<file path="src/rtl/aes_key_schedule_ctrl.sv">
// aes_key_schedule_ctrl: expands a 128-bit AES key into round keys 0..NR through one combinational keyExp stage per cycle.
module keyExp (
  input  logic [3:0]   rcRound,
  input  logic [127:0] keyIn,
  output logic [127:0] keyOut
);
  localparam logic [7:0] RCON [16] = '{8'h01, 8'h02, 8'h04, 8'h08, 8'h10, 8'h20, 8'h40, 8'h80,
                                       8'h1b, 8'h36, 8'h00, 8'h00, 8'h00, 8'h00, 8'h00, 8'h00};
  function automatic logic [7:0] gmul(input logic [7:0] a, input logic [7:0] b);
    logic [7:0] p, x;
    p = '0;
    x = a;
    for (int i = 0; i < 8; i++) begin
      p = b[i] ? p ^ x : p;
      x = {x[6:0], 1'b0} ^ (x[7] ? 8'h1b : 8'h00);
    end
    return p;
  endfunction
  // S-box as GF(2^8) inverse (x^254 by repeated squaring) followed by the affine map
  function automatic logic [7:0] sbox(input logic [7:0] x);
    logic [7:0] s, r;
    s = x;
    r = 8'h01;
    for (int i = 1; i < 8; i++) begin
      s = gmul(s, s);
      r = gmul(r, s);
    end
    return r ^ {r[6:0], r[7]} ^ {r[5:0], r[7:6]} ^ {r[4:0], r[7:5]} ^ {r[3:0], r[7:4]} ^ 8'h63;
  endfunction
  logic [31:0] temp, n0, n1, n2, n3;
  always_comb begin
    temp = {sbox(keyIn[23:16]), sbox(keyIn[15:8]), sbox(keyIn[7:0]), sbox(keyIn[31:24])}
           ^ {RCON[rcRound], 24'h0};
    n0 = keyIn[127:96] ^ temp;
    n1 = keyIn[95:64] ^ n0;
    n2 = keyIn[63:32] ^ n1;
    n3 = keyIn[31:0] ^ n2;
    keyOut = {n0, n1, n2, n3};
  end
endmodule

module aes_key_schedule_ctrl #(
  parameter int NR    = 10,
  parameter int KEY_W = 128
) (
  input  logic             clk,
  input  logic             rst,
  input  logic             key_valid,
  output logic             key_ready,
  input  logic [KEY_W-1:0] key_in,
  output logic             busy,
  output logic             done,
  output logic             keys_valid,
  input  logic [3:0]       rk_rd_addr,
  output logic [KEY_W-1:0] rk_rd_data
);
  typedef enum logic {IDLE, EXPAND} state_t;
  state_t state, nextState;
  logic [3:0] round;
  logic [KEY_W-1:0] curKey, keyOut;
  logic [KEY_W-1:0] rk [NR+1];
  logic accept, lastRound;
  keyExp uKeyExp (.rcRound(round), .keyIn(curKey), .keyOut(keyOut));
  always_comb begin
    key_ready = state == IDLE;
    busy = state == EXPAND;
    accept = key_valid && key_ready;
    lastRound = round == 4'(NR - 1);
    nextState = accept ? EXPAND : (busy && lastRound) ? IDLE : state;
  end
  always_ff @(posedge clk) begin
    if (rst) begin
      state <= IDLE;
      round <= '0;
      done <= 1'b0;
      keys_valid <= 1'b0;
      rk_rd_data <= '0;
    end else begin
      state <= nextState;
      done <= busy && lastRound;
      rk_rd_data <= (rk_rd_addr <= 4'(NR)) ? rk[rk_rd_addr] : '0;
      if (accept) begin
        curKey <= key_in;
        round <= '0;
        keys_valid <= 1'b0;
      end
      if (busy) begin
        curKey <= keyOut;
        round <= lastRound ? '0 : round + 4'd1;
        keys_valid <= lastRound;
      end
    end
  end
  // Storage is deliberately not reset; keys_valid alone qualifies its contents
  always_ff @(posedge clk) begin
    if (!rst && accept) rk[0] <= key_in;
    if (!rst && busy) rk[round + 4'd1] <= keyOut;
  end
endmodule

</file>
<file path="config.mk">
export PLATFORM = sky130hd
export DESIGN_NAME = aes_key_schedule_ctrl
export DESIGN_NICKNAME = d
export VERILOG_FILES = /design/src/rtl/aes_key_schedule_ctrl.sv
export SDC_FILE = /design/constraint.sdc
export NUM_CORES = 2
export LEC_CHECK = 0
export CAP_MARGIN = 0
export CORE_MARGIN = 4
export CORE_UTILIZATION = 26
export DETAILED_ROUTE_END_ITERATION = 8
export PLACE_DENSITY = 0.38
export SLEW_MARGIN = 10
export SYNTH_ARGS = -nofsm -noshare
export SYNTH_HDL_FRONTEND = slang
export SYNTH_SLANG_ARGS = --single-unit
</file>
<file path="constraint.sdc">
create_clock -name clk -period 28.6 [get_ports clk]
set_input_delay 5.72 -clock clk [delete_from_list [all_inputs] [get_ports clk]]
set_output_delay 5.72 -clock clk [all_outputs]
set_load 0.1 [all_outputs]
</file>
**Yosys cells after proc, flatten, opt, wreduce, memory -nomap -nowiden**

Memory sizes are Yosys's and may differ from the RTL's. A register that Yosys moved wholly into a read port is not among the register bits.
Cells that the tools add are included.

- Logic and storage cells: 1636
- Input port bits: 135
- Register bits after elaboration: 135
- Memories kept: 2
- Bits in writable memories: 1408
- Output and inout port bits: 132
- Bits in read-only memories: 128

Memories:

| memory | depth | bits a word | read ports | clocked after Yosys merged registers in | write ports | RTL line | RTL |
|---|---|---|---|---|---|---|---|
| rk | 11 | 128 | 1 | 1 | 1 | 61 | `logic [KEY_W-1:0] rk [NR+1];` |
| (name not given) | 16 | 8 | 1 | 0 | 0 | 33 | `^ {RCON[rcRound], 24'h0};` |

- Reduce and logical (&&, ||, !) cells: 10
- Add/subtract/negate cells: 1
- $lt $le $gt $ge: 2
- Bitwise logic cells: 785
- Equal/unequal tests: 1
- Muxes and demuxes: 830

Operator list:

| operator | number |
|---|---|
| $xor 8x8->8 | 736 |
| $mux 8 | 422 |
| $mux 5 | 368 |
| $mux 128 | 3 |
| $xor 32x32->32 | 5 |
| $reduce_or 128->1 | 1 |
| $xor 8x5->8 | 8 |
| $mux 4 | 8 |
| $mux 7 | 4 |
| $not 1->1 const A | 28 |
| $mux 6 | 4 |
| $not 4->4 | 4 |
| $mux 1 | 13 |
| $mux 3 | 4 |
| $mux 2 | 4 |
| $ge 5x5->1 const B | 1 |
| $not 4->5 | 1 |
| $add 4x1->4 const B | 1 |
| $eq 4x4->1 const B | 1 |
| $le 4x4->1 const B | 1 |
| $logic_and 1x1->1 | 4 |
| $reduce_bool 2->1 | 2 |
| $not 1->1 | 3 |
| $reduce_and 2->1 | 1 |
| 2 further kinds | 2 |

**Logic depth before layout (Yosys ltp)**

- Word-level depth: 138
- Depth in mapped cells: 66

**Hierarchy**

A second synthesis with hierarchy kept.

- Cells, all modules: 11228
- Area, all modules: 121517.8 sq um

By module, submodules not included:

| module | area each (sq um) | instances | cells an instance |
|---|---|---|---|
| aes_key_schedule_ctrl | 63114.3 | 1 | 3477 |
| keyExp | 58403.5 | 1 | 7751 |

**Least setup slack after synthesis**

No wires, ideal clock.

- Path kind: input to register
- Start point: in rst
- End point: mem rk[9][0] (enable)
- Required time: 27625 ps
- Setup time: 975 ps
- Cell stages on the path: 5
- Data arrival time: 19328 ps
- Path buffers: 2
- Slack: 8297 ps
- Cell sequence: clkbuf_1 nor2_1 buf_6 nand2_1 nor4b_1

- Word-level cells in the longest chain between the ends: 6
- Elaborated cells on any way between the ends: 10
- Those cells by class: mux (6); reduce/logical (4)

RTL lines:

| what | RTL line | RTL |
|---|---|---|
| start, declared | 47 | `input logic rst,` |
| $logic_not 1->1 (*) | 96, 97 |  |
| $logic_and 1x1->1 | 97 | `if (!rst && busy) rk[round + 4'd1] <= keyOut;` |
| $mux 1 | 97 |  |
| $mux 1 (implied by the code) | 97 |  |
| $reduce_or 128->1 (no source line) | - |  |
| $mux 4 (no source line) or $mux 1 (tied branches) | - |  |
| end, declared | 61 |  |

Mark *: on every way between the ends. The rest lies on a longest branch, timed or not.

**Final worst setup path**

- Start point: reg curKey[23]
- End point: mem rk[8][60] (data pin)

- Word-level cells in the longest chain between the ends: 133
- Elaborated cells on any way between the ends: 390
- Those cells by class: mux (200); bitwise (190)

RTL lines:

| what | RTL line | RTL |
|---|---|---|
| start, declared | 60 | `logic [KEY_W-1:0] curKey, keyOut;` |
| start signal, assigned | 83 | `curKey <= key_in;` |
| start signal, assigned | 88 | `curKey <= keyOut;` |
| $mux 5 or $mux 8 (tied branches) | 15, 14 |  |
| $xor 8x8->8 (on tied branches) | 15, 14 |  |
| $xor 8x8->8 or $mux 8 (tied branches) | 14 | `p = b[i] ? p ^ x : p;` |
| $mux 8 or $xor 8x8->8 (tied branches) | 14 |  |
| $xor 8x8->8 or $mux 8 (tied branches) | 14 |  |
| $mux 8 or $xor 8x8->8 (tied branches) | 14 |  |
| $xor 8x8->8 or $mux 8 (tied branches) | 14 |  |
| $mux 8 or $xor 8x8->8 (tied branches) | 14 |  |
| [115 not listed] | - |  |
| $mux 8 (*) | 14 |  |
| $xor 8x8->8 (3 in series) | 28 | `return r ^ {r[6:0], r[7]} ^ {r[5:0], r[7:6]} ^ {r[4:0], r[7:5]} ^ {r[3:0], r[7:4]} ^ 8'h63;` |
| $xor 8x8->8 (*) | 28 |  |
| $xor 32x32->32 (*) | 33 |  |
| $xor 32x32->32 (*) | 34 | `n0 = keyIn[127:96] ^ temp;` |
| $xor 32x32->32 (*) | 35 | `n1 = keyIn[95:64] ^ n0;` |
| $xor 32x32->32 (*) | 36 | `n2 = keyIn[63:32] ^ n1;` |
| $mux 128 (no source line) (*) | - |  |

Marks and branches as above.

==> results.md <==
- CTS buffer count: 185
- Cell mode on critical path: xnor2_1
- Mapped cell area: 126,000 µm²
- Tot GR Track Use: 17.7%
- Crit path kind: reg -> reg
- Share of layout cells above drive strength 1: 12.4%
- H-Tree Depth: 4
- Slew @ Worst Pin: 1.26 ns
- Clock Pin Slew Worst Setup and Hold Paths: 0.06 ns
- Syn Inst Count: 11.7k
- First-pass GRT wire length: 655,000 µm
- Initial drt markers: 7,202
- Post-route DRC violation count: 0
- Met2 global-route usage: 30.5%
- Initial core utilization: 26.1%
- CTS tree: yes
- Met3 Track Usage GR: 1.73%
- Met1 Use GR: 24.0%
- Slowest stage delay, CP: 1.12 ns
- Vias in the first global route: 90.7k
- Row count: 255
- Pre-CTS WS: 7.66 ns
- Clk buf depth: 4
- Via count: 91.3k
- GR Overflow Total: 0
- CTS Root Cell: clkbuf_16
- Post-CTS Hold Buffers: 0
- Post-route ant nets: 0
- Register area share after synthesis: 38.8%
- Worst EP required: 29.12 ns
- Ys flop type: edfxtp_1
- Most frequent cells in the layout: xnor2_1, edfxtp_1, nor2_1
- Final Setup Violations: 0
- Ys async rst share: 0%
- Rel. slew slack: 15.7%
- RSZ-0062 raised after global routing: false
- Number of synthesized flops with an enable pin: 1,536
- Number of buffers added on ports: 266
- Post-DR vias/cell: 4.98
- Area delta synth->final: 13.2%
- Area of the die: 495,000 µm²
- Worst EP arrival: 21.25 ns
- Slowest CP cell: edfxtp_1
- DP HPWL: 307,000 µm
- Outcome: completed
- Critical path buffers and inverters: 3
- Crit path capture type: register
- Top cell type by total area after synthesis: edfxtp_1
- Class of the worst hold path: reg -> reg
- Post-place instance area: 137,000 µm²
- FMAX: 48.2 MHz
- Io pins: 267
- Initial antenna violation count: 67
- Core area: 482,000 µm²
- Clock Latency Late Sink: 0.89 ns
- Max-Cap Viols: 0
- Delay-heaviest family, CP: XOR/XNOR gates
- Tcrit/Tclk final: 72.5%
- Total negative slack: 0 ns
- Drt pass-1 iters: 6
- Share of the synthesized area in the top cell type: 36.7%
- Commonest non-fill, non-tap cell in the layout: xnor2_1
- GP Congestion: 0.819
- WL final: 453,000 µm
- Nets: 11.9k
- DR WL/cell: 24.7 µm
- Syn_area_per_cell: 10.8 µm²
- Yosys warning count: 0
- Fin. max-slew vios: 0
- CTS resizes: 0
- Seq cells post-synth: 1,671
- Final Cell Area: 142,000 µm²
- Clk sinks: 1,671
- Synth top area cells: edfxtp_1, xnor2_1, xnor3_1, mux4_2, nor2_1
- Worst setup margin: 7.87 ns
- Die Y: 704 µm
- Final setup skew: 0.123 ns
- Post-synthesis cell type count: 128
- Pin count of the biggest net entering global routing: 134
- Busiest grt layer: met2
- Final min period: 20.73 ns
- Postcts setup bufs: 0
- Mapped Nets: 11.9k
- Core Util, Final: 29.5%
- Final hold violations: 0
- Die W: 704 µm
- Crit path max fanout: 29
- Worst setup SP type: register
-- metrics by stage --
step	hold WS, ns	std cells
global placement	0.618	18000
finish	0.624	18300
global route	0.649	18300
detailed placement	0.619	18000
CTS	0.627	18300
floorplan	0.597	11700
-- metal layers --
| metal | up-vias | part of all wire, % | wire [µm] |
|---|---|---|---|
| met4 | 16 | 2.0 | 8850 |
| met3 | 449 | 4.2 | 19100 |
| met1 | 46300 | 45 | 204000 |
| met5 | - | 0.024 | 108 |
| li1 | 42300 | - | - |
| met2 | 2229 | 49 | 221000 |
-- worst min-delay path, stage by stage, from the launching register on --
cell	delay [ns]
edfxtp_1	0.35
a21oi_1	0.14
a211oi_1	0.08
-- synthesized netlist by cell type (all sizes together), types with 108 or more instances --
cell type,count
xnor2,1746
edfxtp,1536
nor2,1312
nand2,1083
a21oi,544
xor2,533
clkbuf,497
o21ai,472
mux2i,399
xnor3,393
a211oi,322
buf,298
mux4,261
nor3,242
nand3,211
nor2b,188
mux2,151
dfxtp,135
o22ai,108
-- path summary, 6_finish.rpt --
kind                   start        endpoint  slack, ns  cells after the start
setup / recovery  curKey[23]       rk[8][60]       7.87                     53
hold / removal    rk[10][59]  rk_rd_data[59]       0.62                      2
setup reg to reg  curKey[23]       rk[8][60]       7.87                     53
hold reg to reg   rk[10][59]  rk_rd_data[59]       0.62                      2
-- sequential cells by signal, indices dropped and copies added (netlist names) --
| name | count |
|---|---|
| rk | 1408 |
| curKey | 128 |
| rk_rd_data | 128 |
| round | 4 |
| busy | 1 |
| done | 1 |
| keys_valid | 1 |
-- cell families (layout without fill, tap and decap cells) --
family / after synthesis / count (layout) / share of synthesized area [%]
flip-flops: 1671 / 1671 / 38.8
other: 0 / 27 / 0
AND/OR/NAND/NOR: 3413 / 3413 / 12.0
adder cells (fa/ha/maj): 30 / 30 / 0.288
buffers and inverters: 895 / 1069 / 3.07
XOR/XNOR: 2744 / 2744 / 25.6
multiplexers: 811 / 811 / 9.20
AO/OA/AOI/OAI: 2133 / 2133 / 11.0
-- final cells by class --
type | count | area [µm²]
diodes | 27 | 67.6
clock buffers | 251 | 5050
clock inverters | 82 | 726
fillers | 49400 | 340000
inverters | 97 | 367
multi-input cells | 9131 | 73800
flip-flops and latches | 1671 | 48800
well taps | 6425 | 8040
repair buffers | 639 | 5580
Power is left out: the tool's default activity adds up to more than one toggle a clock period on the data nets, which glitch-free logic cannot reach.
